<file path="src/rtl/clk_step_pkg.sv">
// Shared definitions for the clock step controller.
// Holds the FSM state encoding, the four phase codes of one CPU cycle,
// and the (mem, cpu) clock levels driven during each phase.
package clk_step_pkg;

   typedef enum logic [2:0] {
      ST_IDLE  = 3'd0,
      ST_RUN   = 3'd1,
      ST_STEP  = 3'd2,
      ST_BREAK = 3'd3
   } state_e;

   typedef enum logic [1:0] {
      PH_P0 = 2'd0,
      PH_P1 = 2'd1,
      PH_P2 = 2'd2,
      PH_P3 = 2'd3
   } phase_e;

   typedef struct packed {
      logic mem;
      logic cpu;
   } clk_pat_t;

   // Two memory edges (fetch, then data access) precede the single CPU edge.
   localparam clk_pat_t PAT_P0  = '{mem: 1'b1, cpu: 1'b0};
   localparam clk_pat_t PAT_P1  = '{mem: 1'b0, cpu: 1'b0};
   localparam clk_pat_t PAT_P2  = '{mem: 1'b1, cpu: 1'b0};
   localparam clk_pat_t PAT_P3  = '{mem: 1'b0, cpu: 1'b1};
   localparam clk_pat_t PAT_OFF = '{mem: 1'b0, cpu: 1'b0};

   function automatic clk_pat_t phase_pat(input phase_e ph);
      clk_pat_t p;
      case (ph)
         PH_P0:   p = PAT_P0;
         PH_P1:   p = PAT_P1;
         PH_P2:   p = PAT_P2;
         PH_P3:   p = PAT_P3;
         default: p = PAT_OFF;
      endcase
      return p;
   endfunction

endpackage

</file>
<file path="src/rtl/clk_step_ctrl_if.sv">
// Datapath/board-side signal bundle of the clock step controller.
//   iRun, iStepBtn, iBreakEn, iBreakAddr, iPC : into the controller
//   oClkCPU, oClkMem, oCycleCnt, oState       : out of the controller
// master = board/datapath side, slave = controller side.
interface clk_step_ctrl_if;
   logic        iRun;
   logic        iStepBtn;
   logic        iBreakEn;
   logic [31:0] iBreakAddr;
   logic [31:0] iPC;
   logic        oClkCPU;
   logic        oClkMem;
   logic [31:0] oCycleCnt;
   logic [2:0]  oState;

   modport master (
      output iRun, iStepBtn, iBreakEn, iBreakAddr, iPC,
      input  oClkCPU, oClkMem, oCycleCnt, oState
   );

   modport slave (
      input  iRun, iStepBtn, iBreakEn, iBreakAddr, iPC,
      output oClkCPU, oClkMem, oCycleCnt, oState
   );
endinterface

</file>
<file path="src/rtl/btn_debounce.sv">
// Push-button conditioner: 2-flop synchronizer, debounce down-counter and
// rising-edge pulse of the debounced level.
//   iCLK   : clock
//   iRST   : synchronous active-high reset
//   btn_i  : raw asynchronous button
//   rise_o : one-clock pulse on a debounced 0->1 transition
module btn_debounce #(
   parameter int DEBOUNCE = 16
) (
   input  logic iCLK,
   input  logic iRST,
   input  logic btn_i,
   output logic rise_o
);

   localparam int            CW       = $clog2(DEBOUNCE);
   localparam logic [CW-1:0] CNT_LOAD = CW'(DEBOUNCE - 1);

   logic          sync1_q;
   logic          sync2_q;
   logic          level_q;
   logic          rise_q;
   logic [CW-1:0] cnt_q;

   // The counter only runs while the synchronized input disagrees with the
   // accepted level; any agreeing sample restarts the window, so the level
   // flips after exactly DEBOUNCE consecutive disagreeing samples.
   always_ff @(posedge iCLK) begin
      if (iRST) begin
         sync1_q <= 1'b0;
         sync2_q <= 1'b0;
         level_q <= 1'b0;
         rise_q  <= 1'b0;
         cnt_q   <= CNT_LOAD;
      end else begin
         sync1_q <= btn_i;
         sync2_q <= sync1_q;
         rise_q  <= 1'b0;
         if (sync2_q == level_q) begin
            cnt_q <= CNT_LOAD;
         end else if (cnt_q == '0) begin
            level_q <= sync2_q;
            rise_q  <= sync2_q;
            cnt_q   <= CNT_LOAD;
         end else begin
            cnt_q <= cnt_q - CW'(1);
         end
      end
   end

   assign rise_o = rise_q;

endmodule

</file>
<file path="src/rtl/clk_step_ctrl.sv">
// Clock sequencer for a single-cycle datapath. Produces the memory and CPU
// clocks as a four-phase cycle from iCLK, in free-run or single-step mode,
// with an optional PC breakpoint and a retired-cycle counter.
//   iCLK : board clock
//   iRST : synchronous active-high reset
//   bus  : run/step/breakpoint inputs, generated clocks, cycle count, state
//
//   state | meaning
//   IDLE  | clocks low, waiting for run mode or a step event
//   RUN   | back-to-back cycles, breakpoint checked at each cycle end
//   STEP  | exactly one cycle, then back to IDLE
//   BREAK | halted on breakpoint, clocks low
module clk_step_ctrl
   import clk_step_pkg::*;
#(
   parameter int DIV      = 1,
   parameter int DEBOUNCE = 16
) (
   input logic           iCLK,
   input logic           iRST,
   clk_step_ctrl_if.slave bus
);

   localparam int            DW       = (DIV > 1) ? $clog2(DIV) : 1;
   localparam logic [DW-1:0] DIV_LOAD = DW'(DIV - 1);

   state_e          state_q;
   phase_e          phase_q;
   phase_e          phase_nxt;
   logic [DW-1:0]   div_q;
   logic            act_q;
   clk_pat_t        pat_q;
   logic [31:0]     cnt_q;
   logic [31:0]     cnt_d;
   logic            step_evt;
   logic            end_p3;
   logic            brk_hit;

   btn_debounce #(.DEBOUNCE(DEBOUNCE)) u_btn (
      .iCLK   (iCLK),
      .iRST   (iRST),
      .btn_i  (bus.iStepBtn),
      .rise_o (step_evt)
   );

   assign phase_nxt = phase_e'(phase_q + 2'd1);
   assign end_p3    = ((state_q == ST_RUN) || (state_q == ST_STEP)) && act_q &&
                      (div_q == '0) && (phase_q == PH_P3);
   assign cnt_d     = end_p3 ? cnt_q + 32'd1 : cnt_q;
   // iPC at the end of P3 already reflects the CPU edge of this cycle.
   assign brk_hit   = bus.iBreakEn && (bus.iPC == bus.iBreakAddr);

   // act_q marks a cycle in progress; entering RUN/STEP spends one clock with
   // act_q low so P0 appears on the following edge.
   always_ff @(posedge iCLK) begin
      if (iRST) begin
         state_q <= ST_IDLE;
         phase_q <= PH_P0;
         div_q   <= '0;
         act_q   <= 1'b0;
         pat_q   <= PAT_OFF;
         cnt_q   <= '0;
      end else begin
         cnt_q <= cnt_d;
         case (state_q)
            ST_IDLE: begin
               act_q <= 1'b0;
               pat_q <= PAT_OFF;
               if (bus.iRun)
                  state_q <= ST_RUN;
               else if (step_evt)
                  state_q <= ST_STEP;
            end
            ST_RUN, ST_STEP: begin
               if (!act_q) begin
                  act_q   <= 1'b1;
                  phase_q <= PH_P0;
                  div_q   <= DIV_LOAD;
                  pat_q   <= phase_pat(PH_P0);
               end else if (div_q != '0) begin
                  div_q <= div_q - DW'(1);
               end else if (phase_q != PH_P3) begin
                  phase_q <= phase_nxt;
                  div_q   <= DIV_LOAD;
                  pat_q   <= phase_pat(phase_nxt);
               end else begin
                  phase_q <= PH_P0;
                  div_q   <= DIV_LOAD;
                  if (state_q == ST_STEP) begin
                     state_q <= ST_IDLE;
                     act_q   <= 1'b0;
                     pat_q   <= PAT_OFF;
                  end else if (brk_hit) begin
                     state_q <= ST_BREAK;
                     act_q   <= 1'b0;
                     pat_q   <= PAT_OFF;
                  end else if (!bus.iRun) begin
                     state_q <= ST_IDLE;
                     act_q   <= 1'b0;
                     pat_q   <= PAT_OFF;
                  end else begin
                     pat_q <= phase_pat(PH_P0);
                  end
               end
            end
            ST_BREAK: begin
               act_q <= 1'b0;
               pat_q <= PAT_OFF;
               if (step_evt)
                  state_q <= ST_STEP;
               else if (!bus.iRun)
                  state_q <= ST_IDLE;
            end
            default: begin
               state_q <= ST_IDLE;
               act_q   <= 1'b0;
               pat_q   <= PAT_OFF;
            end
         endcase
      end
   end

   assign bus.oClkMem   = pat_q.mem;
   assign bus.oClkCPU   = pat_q.cpu;
   assign bus.oCycleCnt = cnt_q;
   assign bus.oState    = state_q;

endmodule

</file>
<file path="src/flat_wrapper.sv">
// flat-port wrapper written by rule: the top's interface ports become plain ports
module clk_step_ctrl_flat import clk_step_pkg::*;
#(
   parameter int DIV      = 1,
   parameter int DEBOUNCE = 16
)
  (iCLK, iRST, bus_iRun, bus_iStepBtn, bus_iBreakEn, bus_iBreakAddr, bus_iPC, bus_oClkCPU, bus_oClkMem, bus_oCycleCnt, bus_oState);
  clk_step_ctrl_if bus_i ();
  input logic iCLK;
  input logic iRST;
  input wire logic [$bits(bus_i.iRun)-1:0] bus_iRun;
  input wire logic [$bits(bus_i.iStepBtn)-1:0] bus_iStepBtn;
  input wire logic [$bits(bus_i.iBreakEn)-1:0] bus_iBreakEn;
  input wire logic [$bits(bus_i.iBreakAddr)-1:0] bus_iBreakAddr;
  input wire logic [$bits(bus_i.iPC)-1:0] bus_iPC;
  output wire logic [$bits(bus_i.oClkCPU)-1:0] bus_oClkCPU;
  output wire logic [$bits(bus_i.oClkMem)-1:0] bus_oClkMem;
  output wire logic [$bits(bus_i.oCycleCnt)-1:0] bus_oCycleCnt;
  output wire logic [$bits(bus_i.oState)-1:0] bus_oState;
  assign bus_i.iRun = bus_iRun;
  assign bus_i.iStepBtn = bus_iStepBtn;
  assign bus_i.iBreakEn = bus_iBreakEn;
  assign bus_i.iBreakAddr = bus_iBreakAddr;
  assign bus_i.iPC = bus_iPC;
  assign bus_oClkCPU = bus_i.oClkCPU;
  assign bus_oClkMem = bus_i.oClkMem;
  assign bus_oCycleCnt = bus_i.oCycleCnt;
  assign bus_oState = bus_i.oState;
  clk_step_ctrl #(.DIV(DIV), .DEBOUNCE(DEBOUNCE)) u_core (.iCLK(iCLK), .iRST(iRST), .bus(bus_i));
endmodule
</file>
<file path="config.mk">
export PLATFORM = sky130hd
export DESIGN_NAME = clk_step_ctrl_flat
export DESIGN_NICKNAME = d
export VERILOG_FILES = /design/src/rtl/clk_step_pkg.sv /design/src/rtl/clk_step_ctrl_if.sv /design/src/rtl/btn_debounce.sv /design/src/rtl/clk_step_ctrl.sv /design/src/flat_wrapper.sv
export SDC_FILE = /design/constraint.sdc
export NUM_CORES = 1
export LEC_CHECK = 0
export ABC_CLOCK_PERIOD_IN_PS = 4400
export CAP_MARGIN = 20
export CORE_UTILIZATION = 68
export DETAILED_ROUTE_END_ITERATION = 7
export DONT_BUFFER_PORTS = 1
export PLACE_DENSITY = 0.85
export SYNTH_ARGS = -nofsm -noshare
export SYNTH_HDL_FRONTEND = slang
export SYNTH_SLANG_ARGS = --single-unit
</file>
<file path="constraint.sdc">
create_clock -name iCLK -period 4.4 [get_ports iCLK]
set_input_delay 0.88 -clock iCLK [delete_from_list [all_inputs] [get_ports iCLK]]
set_output_delay 0.88 -clock iCLK [all_outputs]
set_load 0.005 [all_outputs]
</file>
## Word level (Yosys, flattened, before mapping)

Index checks and enable logic that the tools add are counted.

- Memory bits (read-only): 0
- Output and inout port bits: 37
- RAM bits: 0
- Bits in latches: 0
- Memories kept: 0
- Word-level logic and storage cells: 81
- Input bits: 69
- Register bits after elaboration: 49

- Multiply operators: 0
- Bitwise gates (word level): 5
- Magnitude comparators: 0
- Equality and inequality tests: 15
- Div/mod/pow operators: 0
- Add/sub/neg operators: 4
- Shift-type cells: 0
- Reductions and logical operators: 17
- Multiplexer cells: 28

Operators with widths:

| cell | count |
|---|---|
| 32-bit by 1-bit adder with 32-bit output, second input constant | 1 |
| 32-bit == test | 1 |
| 3-bit 2-to-1 mux | 9 |
| 2-bit 2-to-1 mux | 9 |
| 3-bit case mux with 3 select lines | 1 |
| 3-bit OR reduction | 3 |
| 1-bit 2-to-1 mux | 8 |
| 2-bit != test, second input constant | 4 |
| 2-bit == test, second input constant | 3 |
| 3-bit by 2-bit == test with 1-bit output, second input constant | 2 |
| 2-bit case mux with 3 select lines | 1 |
| 2-bit OR reduction | 3 |
| 1-bit inverter | 5 |
| 1-bit logical AND | 4 |
| 4-bit logical NOT | 1 |
| 2-bit AND reduction | 2 |
| 4-bit AND reduction | 1 |
| 4-bit by 1-bit subtractor with 4-bit output, second input constant | 1 |
| 3-bit by 1-bit == test with 1-bit output, second input constant | 1 |
| 3-bit logical NOT | 1 |
| 3-bit != test, second input constant | 1 |
| 2-bit by 1-bit adder with 2-bit output, second input constant | 1 |
| 2-bit by 1-bit == test with 1-bit output, second input constant | 1 |
| 2-bit logical NOT | 1 |
| other kinds (4) | 4 |

## Depth between registers and ports, before layout

- Word-level depth: 8
- Mapped depth: 7
- Depth with buffers taken out: 6

## Cells and area by module

A second synthesis with hierarchy kept.

- Cells, all modules: 292
- Area, all modules: 2553.7 sq um

Modules (own cells, without submodules):

| module | cells each | times used | area an instance (sq um) |
|---|---|---|---|
| clk_step_ctrl | 265 | 1 | 2270.9 |
| btn_debounce | 27 | 1 | 282.8 |

## Worst setup path before layout

OpenSTA, ideal clock, no wires.

- Kind: input to register
- Start: input bus_iBreakAddr[2]
- End: register u_core.act_q
- Library setup time: 0.116 ns
- Arrival: 1.789 ns
- Buffers on the path: 0
- Data required time: 4.284 ns
- Stages on the path: 5
- Setup slack: 2.495 ns
- Cells stage by stage: xnor2_1 > nand4_1 > nor4_1 > nand4_1 > a41o_1

- Cells in the longest elaborated chain, start to end: 7

Ends and longest elaborated chain:

| item | RTL line | text |
|---|---|---|
| from (decl) | flat_wrapper.sv:14 | `input wire logic [$bits(bus_i.iBreakAddr)-1:0] bus_iBreakAddr;` |
| 32-bit == test | clk_step_ctrl.sv:51 | `assign brk_hit = bus.iBreakEn && (bus.iPC == bus.iBreakAddr);` |
| 1-bit logical AND | clk_step_ctrl.sv:51 |  |
| 1-bit 2-to-1 mux | clk_step_ctrl.sv:93 | `end else if (brk_hit) begin` |
| 1-bit 2-to-1 mux | clk_step_ctrl.sv:89 | `if (state_q == ST_STEP) begin` |
| 1-bit 2-to-1 mux | clk_step_ctrl.sv:82 | `end else if (phase_q != PH_P3) begin` |
| 1-bit 2-to-1 mux | clk_step_ctrl.sv:80 | `end else if (div_q != '0) begin` |
| 1-bit 2-to-1 mux | clk_step_ctrl.sv:75 | `if (!act_q) begin` |
| to (signal assigned) | clk_step_ctrl.sv:76 | `act_q <= 1'b1;` |
| to (signal assigned) | clk_step_ctrl.sv:91 | `act_q <= 1'b0;` |
| to (signal assigned) | clk_step_ctrl.sv:95 | `act_q <= 1'b0;` |
| to (decl) | clk_step_ctrl.sv:31 | `logic act_q;` |

No other way between the ends.
A chain may end at the register's enable or synchronous reset.

## Worst setup path in the final report

- Start: register u_core.phase_q[0]
- End: register u_core.cnt_q[17] (netlist: u_core.bus.oCycleCnt[17])

- Cells in the longest elaborated chain, start to end: 2

Ends and longest elaborated chain:

| item | RTL line | text |
|---|---|---|
| from (decl) | clk_step_ctrl.sv:28 | `phase_e phase_q;` |
| from (signal assigned) | clk_step_ctrl.sv:83 | `phase_q <= phase_nxt;` |
| 2-bit == test | clk_step_ctrl.sv:48 | `(div_q == '0) && (phase_q == PH_P3);` |
| 1-bit logical AND | clk_step_ctrl.sv:48 |  |
| to (signal assigned) | clk_step_ctrl.sv:64 | `cnt_q <= cnt_d;` |
| to (decl) | clk_step_ctrl.sv:33 | `logic [31:0] cnt_q;` |

No other way between the ends.

==> results.cfg <==
[setup_path]
crit_arrival_ns = 2.61
worstPathMaxFanout = 14
path_class = reg -> reg
critPathLaunchType = flop
end_kind = flop
crit_required_ns = 4.64

[placed_design]
pre_cts_ws_ns = 2.10
hpwl_um = 3860
place_congestion = 0.928
port_buffers = 0
dpl-instance-area_sq_mm = 0.00260

[power_and_ir_drop]
ir_drop_mv = 0.201
p_leak_nw = 0.986
power_switching_w = 0.000167
p_int_w = 0.000574
clockPowerShare = 0.348
seqPwrFrac = 0.596
pwr-share-comb = 0.056
power.density_cell_area_mw_per_mm2 = 275
p_total_w = 0.000741
swShare = 0.225

[timing]
finalClockSkew_ns = 0.0120
fin_ws_ns = 2.03
tns_ns = 0
slew_headroom = 0.427
fmax_ghz = 0.422
final.hold.worst_slack_ns = 0.407
report.final.slew_viol_count = 0
setup_viol = 0
rsz0062_at_grt = no
finalHoldViolCount = 0
period_share = 0.539
fin_crit_ns = 2.37
worstMarginPinSlew_ns = 0.859

[synthesis]
synth.area.top_cells = dfxtp_1, xnor2_1, xor2_1
synth_common_cells = dfxtp_1, nor2_1, xnor2_1
ys.flop_type = dfxtp_1
synth_seq_cells = 48
ys_warn_count = 0
synthArstFlopShare = 0
synth_edf_count = 0
synth_top_area_share = 0.370
synth_top_area_cell = dfxtp_1
synth-seq-area-share = 0.370
syn-num-nets = 375
synthDistinctLibCells = 43
yosysMostFrequentCell = dfxtp_1
syn_area_sq_mm = 0.00260
syn_avg_cell_area_sq_um = 8.67
netlist_instances = 300

[global_routing]
grtUsageMet2 = 0.483
overflow = 0
grt_util_all_layers = 0.260
grt_pass1_vias = 1901
grt_pass1_wl_um = 8270
use_met1 = 0.281
met3_usage = 0.0500
grt_max_degree = 46
antenna_found_initial = 0
grt_busiest_layer = met2

[worst_hold_path]
hold_path_class = reg -> reg

[die]
io_pins = 106
die_w_um = 63.8
start_util = 0.710
placementRows = 22
core_area_sq_mm = 0.00366
die-height_um = 63.8
die-area_sq_mm = 0.00407

[drt]
via_per_inst = 6.10
drt-wirelength-per-cell_um = 15.0
first_pass_iters = 4
route.vias.total = 2097
routed_wl_um = 5150
drc = 0
drt_iter0_drc = 129
antenna_left = 0

[finish]
stdcell_area_sq_mm = 0.00269
drive_above_1_share = 0.0405
area_growth_pct = 3.51
fin_nets = 370
n_antenna_cell = 0

[status]
status = finished, final reports clean

[cts]
ctsHoldBuffers = 0
cts_resized = 0
clockBufferDepth = 2
cts_inserted_buffers = 5
clk_latency_ns = 0.30
htree_num_levels = 2
clkTransAtPathRegs_ns = 0.09
cts_tree = yes
cts_setup_buffers = 0
cts-root-buf = clkbuf_8
clock_sinks = 48

[flow_run]
maxCapViolations = 0
[worst paths after layout]
| path | depth (start not counted) | slack, ns | end | startpoint |
|---|---|---|---|---|
| setup / recovery | 6 | 2.03 | u_core.bus.oCycleCnt[17] | u_core.phase_q[0] |
| hold / removal | 1 | 0.41 | u_core.u_btn.cnt_q[0] | u_core.u_btn.cnt_q[0] |
| setup reg to reg | 6 | 2.03 | u_core.bus.oCycleCnt[17] | u_core.phase_q[0] |
| hold reg to reg | 1 | 0.41 | u_core.u_btn.cnt_q[0] | u_core.u_btn.cnt_q[0] |
[critical path, cell delays in order (launching register included)]
cell and delay (ns):
dfxtp_1 0.40, ha_1 0.20, nand2_1 0.24, nor4_4 0.79
nand3_2 0.19, or3_1 0.35, a21oi_1 0.15
[stage by stage]
stage,instances,utilization
after floorplan,300,-
after global routing,344,0.735
after global placement,336,0.711
after CTS,344,0.735
final,344,0.735
after detailed placement,336,0.711
[sequential cells by signal (all words and copies together), names as in the netlist]
| signal | count |
|---|---|
| u_core.phase_q | 2 |
| u_core.bus.oClkMem | 1 |
| u_core.bus.oCycleCnt | 32 |
| u_core.u_btn.rise_o | 1 |
| u_core.u_btn.sync2_q | 1 |
| u_core.bus.oClkCPU | 1 |
| u_core.act_q | 1 |
| u_core.bus.oState | 3 |
| u_core.u_btn.cnt_q | 4 |
| u_core.u_btn.level_q | 1 |
| u_core.u_btn.sync1_q | 1 |
[power groups by stage]
stage / Clock (W) / Sequential [W] / Combinational (W)
after floorplan: 0 / 0.000450 / 0.0000427
after global placement: 0 / 0.000451 / 0.0000402
after detailed placement: 0 / 0.000452 / 0.0000418
after CTS: 0.000262 / 0.000441 / 0.0000421
after global routing: 0.000282 / 0.000442 / 0.0000469
final: 0.000258 / 0.000441 / 0.0000417
[cell type report]
| cell class | count | area, sq um |
|---|---|---|
| well taps | 48 | 60.1 |
| multi-input cells | 227 | 1530 |
| fillers | 293 | 970 |
| clock buffers | 5 | 68.8 |
| inverters | 13 | 48.8 |
| flip-flops and latches | 48 | 961 |
| clock inverters | 3 | 18.8 |
[metal layers]
layer	up-vias	wire length, um
li1	1035	-
met5	-	0
met2	86	2780
met1	967	1990
met3	9	285
met4	0	102
[cells by family after synthesis]
group,count (synthesis),share of synthesized area
mux,2,0.00770
other cells,1,0.00144
compound gates,21,0.0578
flops,48,0.370
xor+xnor,60,0.202
simple gates,137,0.292
buf+inv,25,0.0404
fa+ha+maj,6,0.0289
[cell usage in the layout (no fill, tap or decap), drive strengths merged, types with 2 or more instances in the layout]
cell,Yosys,routed
inv,13,13
o21ai,4,4
nand2b,2,2
nor2b,5,5
nor4,6,6
clkinv,0,3
nor3,8,8
nand2,12,12
clkbuf,8,5
and4,6,6
o2bb2ai,2,2
nor2,40,40
xnor2,34,34
o22ai,2,2
xor2,26,26
mux2i,2,2
a21oi,4,4
dfxtp,48,48
and3,9,9
ha,6,6
or3,2,2
nand3,15,15
nand4,26,26
Note: power is estimated with default switching activity, not from simulation.
